===== config.mk =====
export PLATFORM = sky130hd
export DESIGN_NAME = vga_prefetch_flat
export DESIGN_NICKNAME = d
export VERILOG_FILES = /design/src/rtl/vga_prefetch_if.sv /design/src/rtl/vga_prefetch.sv /design/src/flat_wrapper.sv
export SDC_FILE = /design/constraint.sdc
export NUM_CORES = 1
export LEC_CHECK = 0
export BUFFER_PORTS_ARGS = -buffer_cell sky130_fd_sc_hd__buf_2
export CAP_MARGIN = 10
export CORE_MARGIN = 2
export CORE_UTILIZATION = 36
export CTS_CLUSTER_SIZE = 25
export DETAILED_ROUTE_END_ITERATION = 16
export HOLD_SLACK_MARGIN = 0.02
export PLACE_DENSITY_LB_ADDON = 0.2
export RECOVER_POWER = 25
export SETUP_SLACK_MARGIN = 0.1
export SLEW_MARGIN = 5
export SYNTH_ARGS = -nofsm -noshare
export SYNTH_HDL_FRONTEND = slang
export SYNTH_SLANG_ARGS = --single-unit

===== constraint.sdc =====
create_clock -name clock -period 6.71 [get_ports clock]
set_input_delay 1.342 -clock clock [delete_from_list [all_inputs] [get_ports clock]]
set_output_delay 1.342 -clock clock [all_outputs]
set_load 0.01 [all_outputs]

===== src/rtl/vga_prefetch_if.sv =====
// ---------------------------------------------------------------------------
// vga_prefetch_if
// Read-request bus between vga_prefetch and the ZBT memory arbiter.
//   mem_req    requester -> arbiter  read request
//   mem_addr   requester -> arbiter  word address, stable while mem_req && !mem_ack
//   mem_ack    arbiter -> requester  request accepted this cycle
//   mem_rdata  arbiter -> requester  read data, valid a fixed latency after accept
// Modports: master (vga_prefetch side), slave (arbiter side).
// ---------------------------------------------------------------------------
interface vga_prefetch_if #(
   parameter int DATA_W = 36,
   parameter int ADDR_W = 19
) ();
   logic              mem_req;
   logic [ADDR_W-1:0] mem_addr;
   logic              mem_ack;
   logic [DATA_W-1:0] mem_rdata;

   modport master (
      output mem_req,
      output mem_addr,
      input  mem_ack,
      input  mem_rdata
   );

   modport slave (
      input  mem_req,
      input  mem_addr,
      output mem_ack,
      output mem_rdata
   );
endinterface


===== src/rtl/vga_prefetch.sv =====
// ---------------------------------------------------------------------------
// vga_prefetch
// Streams the displayed frame out of ZBT frame memory in raster order as packed
// pixel words (two 18-bit pixels per word) and keeps a small FIFO topped up so
// that every vga_flag pop from vga_write finds a valid word on vga_pixel one
// cycle later.
//
// Ports
//   clock       system clock
//   reset       asynchronous, active-high
//   frame_flag  1-cycle pulse: start of a new frame (flushes and restarts)
//   vga_flag    1-cycle pop request from vga_write
//   vga_pixel   FIFO head word (registered)
//   done_vga    FIFO non-empty, i.e. vga_pixel valid (registered)
//   underflow   sticky: vga_flag arrived while the FIFO was empty
//   mem         vga_prefetch_if.master: mem_req/mem_addr/mem_ack/mem_rdata
//
// Optional feature
//   VGA_PREFETCH_DBLBUF_EN  when defined, every frame_flag toggles the display
//                           buffer; base address is FRAME_OFFSET for buffer 1
//                           and 0 for buffer 0. The first frame after reset
//                           reads buffer 1. When undefined, base is always 0.
// ---------------------------------------------------------------------------
module vga_prefetch #(
   parameter int DATA_W          = 36,
   parameter int ADDR_W          = 19,
   parameter int WORDS_PER_FRAME = 153600,
   parameter int FRAME_OFFSET    = 153600,
   parameter int FIFO_DEPTH      = 8,
   parameter int MEM_LATENCY     = 2
) (
   input  logic                 clock,
   input  logic                 reset,
   input  logic                 frame_flag,
   input  logic                 vga_flag,
   output logic [DATA_W-1:0]    vga_pixel,
   output logic                 done_vga,
   output logic                 underflow,
   vga_prefetch_if.master       mem
);

   localparam int PTR_W = (FIFO_DEPTH > 1) ? $clog2(FIFO_DEPTH) : 1;
   localparam int CNT_W = PTR_W + 1;
   // Wide enough for queued + in-flight words without wrapping.
   localparam int SUM_W = $clog2(FIFO_DEPTH + MEM_LATENCY + 1);

   localparam logic [ADDR_W-1:0] FRAME_WORDS = ADDR_W'(WORDS_PER_FRAME);
   localparam logic [ADDR_W-1:0] LAST_WORD   = ADDR_W'(WORDS_PER_FRAME - 1);

   typedef enum logic [1:0] {
      S_IDLE  = 2'd0,
      S_FETCH = 2'd1,
      S_DONE  = 2'd2
   } state_t;

   state_t state_q, state_d;

   logic [ADDR_W-1:0]      word_cnt_q;
   logic [ADDR_W-1:0]      base_addr;
   logic                   mem_req_c;
   logic                   accept;
   logic                   credit_ok;

   logic [MEM_LATENCY-1:0] vld_p;
   logic [SUM_W-1:0]       inflight;

   logic [DATA_W-1:0]      fifo_mem [FIFO_DEPTH];
   logic [PTR_W-1:0]       rd_ptr_q, wr_ptr_q, rd_ptr_n;
   logic [CNT_W-1:0]       fifo_cnt_q, fifo_cnt_d, cnt_after_pop;
   logic                   push, pop;
   logic [DATA_W-1:0]      head_d;

   // ------------------------------------------------------------------------
   // Frame base address
   // ------------------------------------------------------------------------
`ifdef VGA_PREFETCH_DBLBUF_EN
   logic disp_buf_q;

   always_ff @(posedge clock or posedge reset) begin
      if (reset) begin
         disp_buf_q <= 1'b0;
      end else if (frame_flag) begin
         disp_buf_q <= ~disp_buf_q;
      end
   end

   assign base_addr = disp_buf_q ? ADDR_W'(FRAME_OFFSET) : '0;
`else
   assign base_addr = '0;
`endif

   // ------------------------------------------------------------------------
   // Request credit: a request may only go out if its data is guaranteed a
   // FIFO slot, counting words queued plus words still in the memory pipe.
   // ------------------------------------------------------------------------
   always_comb begin
      inflight = '0;
      for (int i = 0; i < MEM_LATENCY; i++) begin
         inflight = inflight + SUM_W'(vld_p[i]);
      end
   end

   assign credit_ok = (SUM_W'(fifo_cnt_q) + inflight) < SUM_W'(FIFO_DEPTH);

   // ------------------------------------------------------------------------
   // Fetch FSM
   // ------------------------------------------------------------------------
   always_ff @(posedge clock or posedge reset) begin
      if (reset) begin
         state_q <= S_IDLE;
      end else begin
         state_q <= state_d;
      end
   end

   always_comb begin
      state_d   = state_q;
      mem_req_c = 1'b0;
      case (state_q)
         S_IDLE: begin
            if (frame_flag) state_d = S_FETCH;
         end
         S_FETCH: begin
            if (frame_flag) begin
               // Restart: no request in the flush cycle.
               state_d = S_FETCH;
            end else begin
               mem_req_c = credit_ok && (word_cnt_q < FRAME_WORDS);
               if (mem_req_c && mem.mem_ack && (word_cnt_q == LAST_WORD)) begin
                  state_d = S_DONE;
               end
            end
         end
         S_DONE: begin
            if (frame_flag) state_d = S_FETCH;
         end
         default: begin
            state_d = S_IDLE;
         end
      endcase
   end

   assign accept       = mem_req_c && mem.mem_ack;
   assign mem.mem_req  = mem_req_c;
   // Counter only moves on accept, so the address is stable while stalled.
   assign mem.mem_addr = base_addr + word_cnt_q;

   // ------------------------------------------------------------------------
   // FIFO push/pop and next head word
   // ------------------------------------------------------------------------
   assign push          = vld_p[MEM_LATENCY-1] && !frame_flag;
   assign pop           = vga_flag && done_vga && !frame_flag;
   assign cnt_after_pop = fifo_cnt_q - CNT_W'(pop);
   assign fifo_cnt_d    = frame_flag ? '0 : (cnt_after_pop + CNT_W'(push));
   assign rd_ptr_n      = rd_ptr_q + PTR_W'(pop);

   // When the pop leaves nothing behind, the incoming word becomes the head
   // directly (it is not in fifo_mem yet). With nothing to show, hold.
   always_comb begin
      head_d = vga_pixel;
      if (push && (cnt_after_pop == '0)) begin
         head_d = mem.mem_rdata;
      end else if (cnt_after_pop != '0) begin
         head_d = fifo_mem[rd_ptr_n];
      end
   end

   // ------------------------------------------------------------------------
   // Control registers, response valid pipe and registered outputs
   // ------------------------------------------------------------------------
   always_ff @(posedge clock or posedge reset) begin
      if (reset) begin
         word_cnt_q <= '0;
         rd_ptr_q   <= '0;
         wr_ptr_q   <= '0;
         fifo_cnt_q <= '0;
         vld_p      <= '0;
         done_vga   <= 1'b0;
         vga_pixel  <= '0;
         underflow  <= 1'b0;
      end else begin
         fifo_cnt_q <= fifo_cnt_d;
         done_vga   <= (fifo_cnt_d != '0);
         vga_pixel  <= head_d;
         if (vga_flag && !done_vga) begin
            underflow <= 1'b1;
         end
         if (frame_flag) begin
            // Drop queued words and anything still returning from memory.
            word_cnt_q <= '0;
            rd_ptr_q   <= '0;
            wr_ptr_q   <= '0;
            vld_p      <= '0;
         end else begin
            if (accept) begin
               word_cnt_q <= word_cnt_q + ADDR_W'(1);
            end
            rd_ptr_q <= rd_ptr_n;
            if (push) begin
               wr_ptr_q <= wr_ptr_q + PTR_W'(1);
            end
            vld_p[0] <= accept;
            for (int i = 1; i < MEM_LATENCY; i++) begin
               vld_p[i] <= vld_p[i-1];
            end
         end
      end
   end

   // ------------------------------------------------------------------------
   // FIFO storage (data only, no reset)
   // ------------------------------------------------------------------------
   always_ff @(posedge clock) begin
      if (push) begin
         fifo_mem[wr_ptr_q] <= mem.mem_rdata;
      end
   end

endmodule


===== src/flat_wrapper.sv =====
// flat-port wrapper written by rule: the top's interface ports become plain ports
module vga_prefetch_flat 
#(
   parameter int DATA_W          = 36,
   parameter int ADDR_W          = 19,
   parameter int WORDS_PER_FRAME = 153600,
   parameter int FRAME_OFFSET    = 153600,
   parameter int FIFO_DEPTH      = 8,
   parameter int MEM_LATENCY     = 2
)
  (clock, reset, frame_flag, vga_flag, vga_pixel, done_vga, underflow, mem_mem_req, mem_mem_addr, mem_mem_ack, mem_mem_rdata);
  vga_prefetch_if #(.DATA_W(DATA_W), .ADDR_W(ADDR_W)) mem_i ();
  input  logic clock;
  input  logic reset;
  input  logic frame_flag;
  input  logic vga_flag;
  output logic [DATA_W-1:0] vga_pixel;
  output logic done_vga;
  output logic underflow;
  output wire logic [$bits(mem_i.mem_req)-1:0] mem_mem_req;
  output wire logic [$bits(mem_i.mem_addr)-1:0] mem_mem_addr;
  input wire logic [$bits(mem_i.mem_ack)-1:0] mem_mem_ack;
  input wire logic [$bits(mem_i.mem_rdata)-1:0] mem_mem_rdata;
  assign mem_mem_req = mem_i.mem_req;
  assign mem_mem_addr = mem_i.mem_addr;
  assign mem_i.mem_ack = mem_mem_ack;
  assign mem_i.mem_rdata = mem_mem_rdata;
  vga_prefetch #(.DATA_W(DATA_W), .ADDR_W(ADDR_W), .WORDS_PER_FRAME(WORDS_PER_FRAME), .FRAME_OFFSET(FRAME_OFFSET), .FIFO_DEPTH(FIFO_DEPTH), .MEM_LATENCY(MEM_LATENCY)) u_core (.clock(clock), .reset(reset), .frame_flag(frame_flag), .vga_flag(vga_flag), .vga_pixel(vga_pixel), .done_vga(done_vga), .underflow(underflow), .mem(mem_i));
endmodule

; ---- Yosys cells after proc, flatten, opt, wreduce, memory -nomap -nowiden
; Memory sizes are Yosys's and may differ from the RTL's.
; Index checks and enable logic that the tools add are counted.
[totals]
inputBits = 41
output_inout_bits = 58
register_bits = 71
ramBits = 288
memories = 1
word_cells = 61
[mem_list]
columns = memory, depth, word_bits, read_ports, rd_clocked_by_memory_dff, write_ports, line_no
row1 = u_core.fifo_mem, 8, 36, 1, 0, 1, vga_prefetch.sv:67  ; logic [DATA_W-1:0] fifo_mem [FIFO_DEPTH];
[op_classes]
addsub = 7
magnitude_cmp = 2
reduce_logical = 20
mux = 17
eq_ne = 5
[ops]
columns = operator, n
row1 = two-way mux 36 bit, 2
row2 = two-way mux 19 bit, 2
row3 = adder 19 x 1 -> 19 bit (second input constant), 1
row4 = equality test 19 x 18 -> 1 bit (second input constant), 1
row5 = < comparator 19 x 18 -> 1 bit (second input constant), 1
row6 = logical AND 1 bit, 9
row7 = two-way mux 3 bit, 3
row8 = two-way mux 2 bit, 4
row9 = nonzero test 4 bit, 2
row10 = nonzero test 2 bit, 3
row11 = adder 4 x 1 -> 4 bit, 1
row12 = adder 4 bit, 1
row13 = zero test 4 bit, 1
row14 = < comparator 4 bit (second input constant), 1
row15 = two-way mux 1 bit, 4
row16 = two-way mux 4 bit, 1
row17 = one-hot mux 2 bit (2 select lines), 1
row18 = subtractor 4 x 1 -> 4 bit, 1
row19 = adder 3 x 1 -> 3 bit, 1
row20 = adder 3 x 1 -> 3 bit (second input constant), 1
row21 = != test 3 x 2 -> 1 bit (second input constant), 1
row22 = adder 1 x 1 -> 2 bit, 1
row23 = equality test 2 x 1 -> 1 bit (second input constant), 1
row24 = equality test 2 bit (second input constant), 1
row25 = other kinds (5), 6

; ---- Logic depth before layout (Yosys ltp)
[depth]
depth_word = 9
ltp_mapped = 12
ltp_nobuf = 9

; ---- Least setup slack after synthesis
; Ideal clock, no wire load.
[synth_timing]
kind = input to register
start = input port frame_flag
end = memory u_core.fifo_mem[0][0] (enable)
n_path_buf = 1
setup_slack_ns = 1.009
setup_ns = 0.519
t_arrival_ns = 5.182
cell_stages = 3
t_required_ns = 6.191
cell_sequence = nand2b_1 > clkbuf_1 > nor4_1
[synth_via]
elab_chain_len = 4
[synth_lines]
columns = element, line_no
row1 = "start, declared", flat_wrapper.sv:15  ; input logic frame_flag;
row2 = zero test 1 bit, vga_prefetch.sv:151  ; assign push = vld_p[MEM_LATENCY-1] && !frame_flag;
row3 = logical AND 1 bit, vga_prefetch.sv:151
row4 = two-way mux 1 bit, vga_prefetch.sv:214  ; if (push) begin
row5 = two-way mux 1 bit (implied by the code), vga_prefetch.sv:215  ; fifo_mem[wr_ptr_q] <= mem.mem_rdata;
row6 = "end, declared", vga_prefetch.sv:67
; No other way between the ends.

; ---- Worst setup path in the final report
[layout_timing]
start = input port frame_flag
end = output port mem_mem_req
[layout_via]
elab_chain_len = 2
[layout_lines]
columns = element, line_no
row1 = two-way mux 1 bit, vga_prefetch.sv:124  ; if (frame_flag) begin
row2 = two-way mux 1 bit, vga_prefetch.sv:119  ; case (state_q)
row3 = "end, declared", flat_wrapper.sv:20  ; output wire logic [$bits(mem_i.mem_req)-1:0] mem_mem_req;
; No other way between the ends.

==> reports/results.txt <==
Kind of capture point of the worst setup path: primary output
Share of the yosys chip area belonging to registers: 73.2%
Count of pins on the block boundary: 99
Clock buffer count from CTS: 40
Total inserted antenna cells: 0
Max-capacitance violation count: 0
Routed length per placed instance: 22.3 um
Largest area contributor in the netlist: sky130_fd_sc_hd__edfxtp_1
Most common library cells after synthesis: 288 x sky130_fd_sc_hd__edfxtp_1, 86 x sky130_fd_sc_hd__nand2_1, 72 x sky130_fd_sc_hd__mux4_2, 71 x sky130_fd_sc_hd__dfrtp_1
Count of cells resized by post-cts repair: 0
Type of element launching the critical path: input pin
Critical path origin: frame_flag
Synth top area share: 60.7%
Final core utilization: 43.0%
Power density normalized to cell area: 337 nW/um^2
Share of power burned in registers: 46.9%
Relative contribution of combinational cells to total power: 15.7%
Library cell used as clock root buffer: sky130_fd_sc_hd__clkbuf_16
# fillers: 3468
Largest fanout of any net on the critical path: 38
Most used flip-flop cell after synthesis: sky130_fd_sc_hd__edfxtp_1
Total overflow reported by the global router: 0
Post-Layout Cell Count: 1471
Clock latency on the worst-skew pair: 0.55 ns
Proportion of register bits with asynchronous set or reset after synthesis: 19.8%
Routability cong.: 0.774
Number of stages on the worst hold path: 1
Final Hold Vio Count: 0
Count of flip-flops with a built-in enable after synthesis: 288
Period utilisation layout: 62.9%
Mean cell area of the mapped netlist: 17.6 um^2
Core area: 38800 um^2
Number of placed cells counting well taps: 1403
Pins Over Slew Limit: 0
RSZ-0062 raised after global routing: false
Met3 track demand over resource: 3.19%
Post-Syn Instances: 811
Final setup TNS: 0 ns
Total number of vias: 7651
Largest delay share family, worst path: simple AND/OR/NAND/NOR gates
Worst EP required: 5.37 ns
Met1 routing resource usage after global routing: 22.6%
Total Routing Usage GR: 16.1%
Deepest level of the CTS H-tree: 2
Hold path startpoint: u_core.underflow$_DFFE_PP0P_
Largest stage delay on the critical path: 0.44 ns
Die Outline Area: 41200 um^2
Synth Cell Area: 14200 um^2
Worst clock skew: 0.0218 ns
# rows: 72
CP Data Arrival Time: 2.88 ns
Most frequent cell after synthesis: sky130_fd_sc_hd__edfxtp_1
Leading cell types by total area after synthesis: sky130_fd_sc_hd__edfxtp_1 61%, sky130_fd_sc_hd__dfrtp_1 12%, sky130_fd_sc_hd__mux4_2 11%
Net count, final: 978
Internal: 4.16 mW
Switching Share: 26.0%
Maximum vdd drop: 0.230 mV
Clock Path Buffers: 3
Slew HR: 11.5%
Signed area change from the synthesized netlist to the final layout: 17.2%
Setup-violating endpoint count in the final report: 0
Met2 Usage GRT: 25.9%
Critical-path cell with the highest stage delay: sky130_fd_sc_hd__nor4b_2
Endpoint of the most critical register-to-register path: u_core.vga_pixel[8]$_DFFE_PP0P_
Layer with the highest usage: met2
R2R cell count: 7
Overall die width: 203 um
Final worst setup slack: 2.49 ns
Smallest hold slack: 0.452 ns
Wire length of the first global-routing pass: 49300 um
Critical path's most frequent cell: sky130_fd_sc_hd__buf_2
Shortest period the worst path allows: 4.22 ns
# DRC: 0
DP HPWL: 16400 um
Result of the run: completed
Crit path cell chain: buf_2 -> nor4b_2 -> nand2_1 -> nor3_1 -> buf_2
Worst Max-Slew Pin Slew: 1.32 ns
Clock sink count: 359
Max Fclk: 237 MHz
Leakage Power: 5.65 nW
Nets in the synthesized netlist: 862
Initial cell density of the core: 36.7%
Ys Warns: 0
Port bufs: 98
Antenna-violating nets left: 0
Count of unique library cells instantiated by Yosys: 40
Buffers and inverters on the worst path: 2
R2R setup slack: 3.92 ns
Setup bufs post-CTS: 0
Sw power: 1.47 mW
Path category of the worst min-delay check: reg2reg
Origin of the critical flop-to-flop path: u_core.done_vga$_DFF_PP0_
Flip-flop and latch count after synthesis: 359
Total wire length after detailed routing: 32700 um
WS Path Type: in2out
Vias in the first global route: 7877
Initial detailed-routing violation count: 484
Height of the die: 203 um
Average via count per standard cell: 5.20
Power share of the clock group: 37.4%
Number of antenna violations at the first check in global routing: 2
Pre-CTS WS: 2.27 ns
Fraction of final layout cells sized beyond drive strength 1: 24.8%
Post-cts hold buffer count: 0
Pin count of the biggest net entering global routing: 73
TritonRoute pass-1 iters: 5
Clock tree from TritonCTS: built
Capture endpoint of the worst hold path: u_core.underflow$_DFFE_PP0P_
Clock edge transition at the registers on the reported setup and hold paths: 0.05 ns
[routing by layer]
| layer | routed length [um] | part of all wire [%] |
|---|---|---|
| met5 | 29 | 0.089 |
| met4 | 629 | 1.9 |
| met3 | 1860 | 5.7 |
| met2 | 15500 | 47 |
| met1 | 14700 | 45 |
[cell families after synthesis]
logic type / share of synthesized area (%)
muxes: 12.0
xor gates and xnor gates: 0.800
AOI/OAI and AO/OA: 4.37
buffers and inverters: 1.44
DFF: 73.2
adders and majority gates: 0.879
and+or+nand+nor: 7.26
[sequential cells by signal, indices dropped and copies added (netlist names)]
name and flops:
u_core.vld_p 2, u_core.fifo_cnt_q 4, u_core.rd_ptr_q 3, u_core.done_vga 1
u_core.state_q 2, u_core.underflow 1, u_core.vga_pixel 36, u_core.word_cnt_q 19
u_core.wr_ptr_q 3, u_core.fifo_mem 288
[per-stage QoR]
| step | cell area (um^2) | total power [mW] |
|---|---|---|
| floorplan | 14200 | 3.25 |
| global placement | 15500 | 3.58 |
| detailed placement | 15500 | 3.60 |
| CTS | 16700 | 5.72 |
| global route | 16700 | 5.89 |
| finish | 16700 | 5.63 |
[cell usage in the layout (no fill, tap or decap), types with 4 or more instances in the layout]
cell type and n:
sky130_fd_sc_hd__nor2_1 18, sky130_fd_sc_hd__mux2i_1 8, sky130_fd_sc_hd__edfxtp_1 288, sky130_fd_sc_hd__nor2b_1 8
sky130_fd_sc_hd__buf_4 16, sky130_fd_sc_hd__or4_1 5, sky130_fd_sc_hd__nand2_1 86, sky130_fd_sc_hd__a211oi_1 36
sky130_fd_sc_hd__nand3_1 11, sky130_fd_sc_hd__clkbuf_1 34, sky130_fd_sc_hd__inv_1 10, sky130_fd_sc_hd__buf_2 73
sky130_fd_sc_hd__mux4_2 72, sky130_fd_sc_hd__clkbuf_16 40, sky130_fd_sc_hd__clkbuf_8 5, sky130_fd_sc_hd__a31oi_1 37
sky130_fd_sc_hd__nand2b_1 10, sky130_fd_sc_hd__xnor2_1 9, sky130_fd_sc_hd__clkinv_2 6, sky130_fd_sc_hd__ha_1 8
sky130_fd_sc_hd__a21oi_1 8, sky130_fd_sc_hd__nor3_2 4, sky130_fd_sc_hd__and2_1 37, sky130_fd_sc_hd__dfrtp_1 71
[worst max-delay path by stage]
stage,end,cells past startpoint
after floorplan,u_core.fifo_mem[0][0]$_DFFE_PP_,3
after global routing,mem_mem_req,5
final,mem_mem_req,5
after detailed placement,u_core.vga_pixel[8]$_DFFE_PP0P_,7
after global placement,u_core.vga_pixel[17]$_DFFE_PP0P_,7
after CTS,mem_mem_req,5
[layout make-up]
type	count	area [um^2]	area share, %
clock buffer	54	1100	6.61
clock inverter	14	160	0.960
inverter	11	42.5	0.255
multi-input combinational	400	3710	22.2
sequential	359	10400	62.5
tap	518	648	3.88
timing repair buffer	115	599	3.59
[power by group through the flow]
stage                     sequential (mW)  combinational (mW)  clock, mW
final                                2.64               0.887       2.10
after global placement               2.69               0.898          0
after floorplan                      2.70               0.550          0
after CTS                            2.64               0.912       2.16
after global routing                 2.66               0.991       2.25
after detailed placement             2.68               0.916          0
No activity file was read; power rests on OpenSTA's default activity.
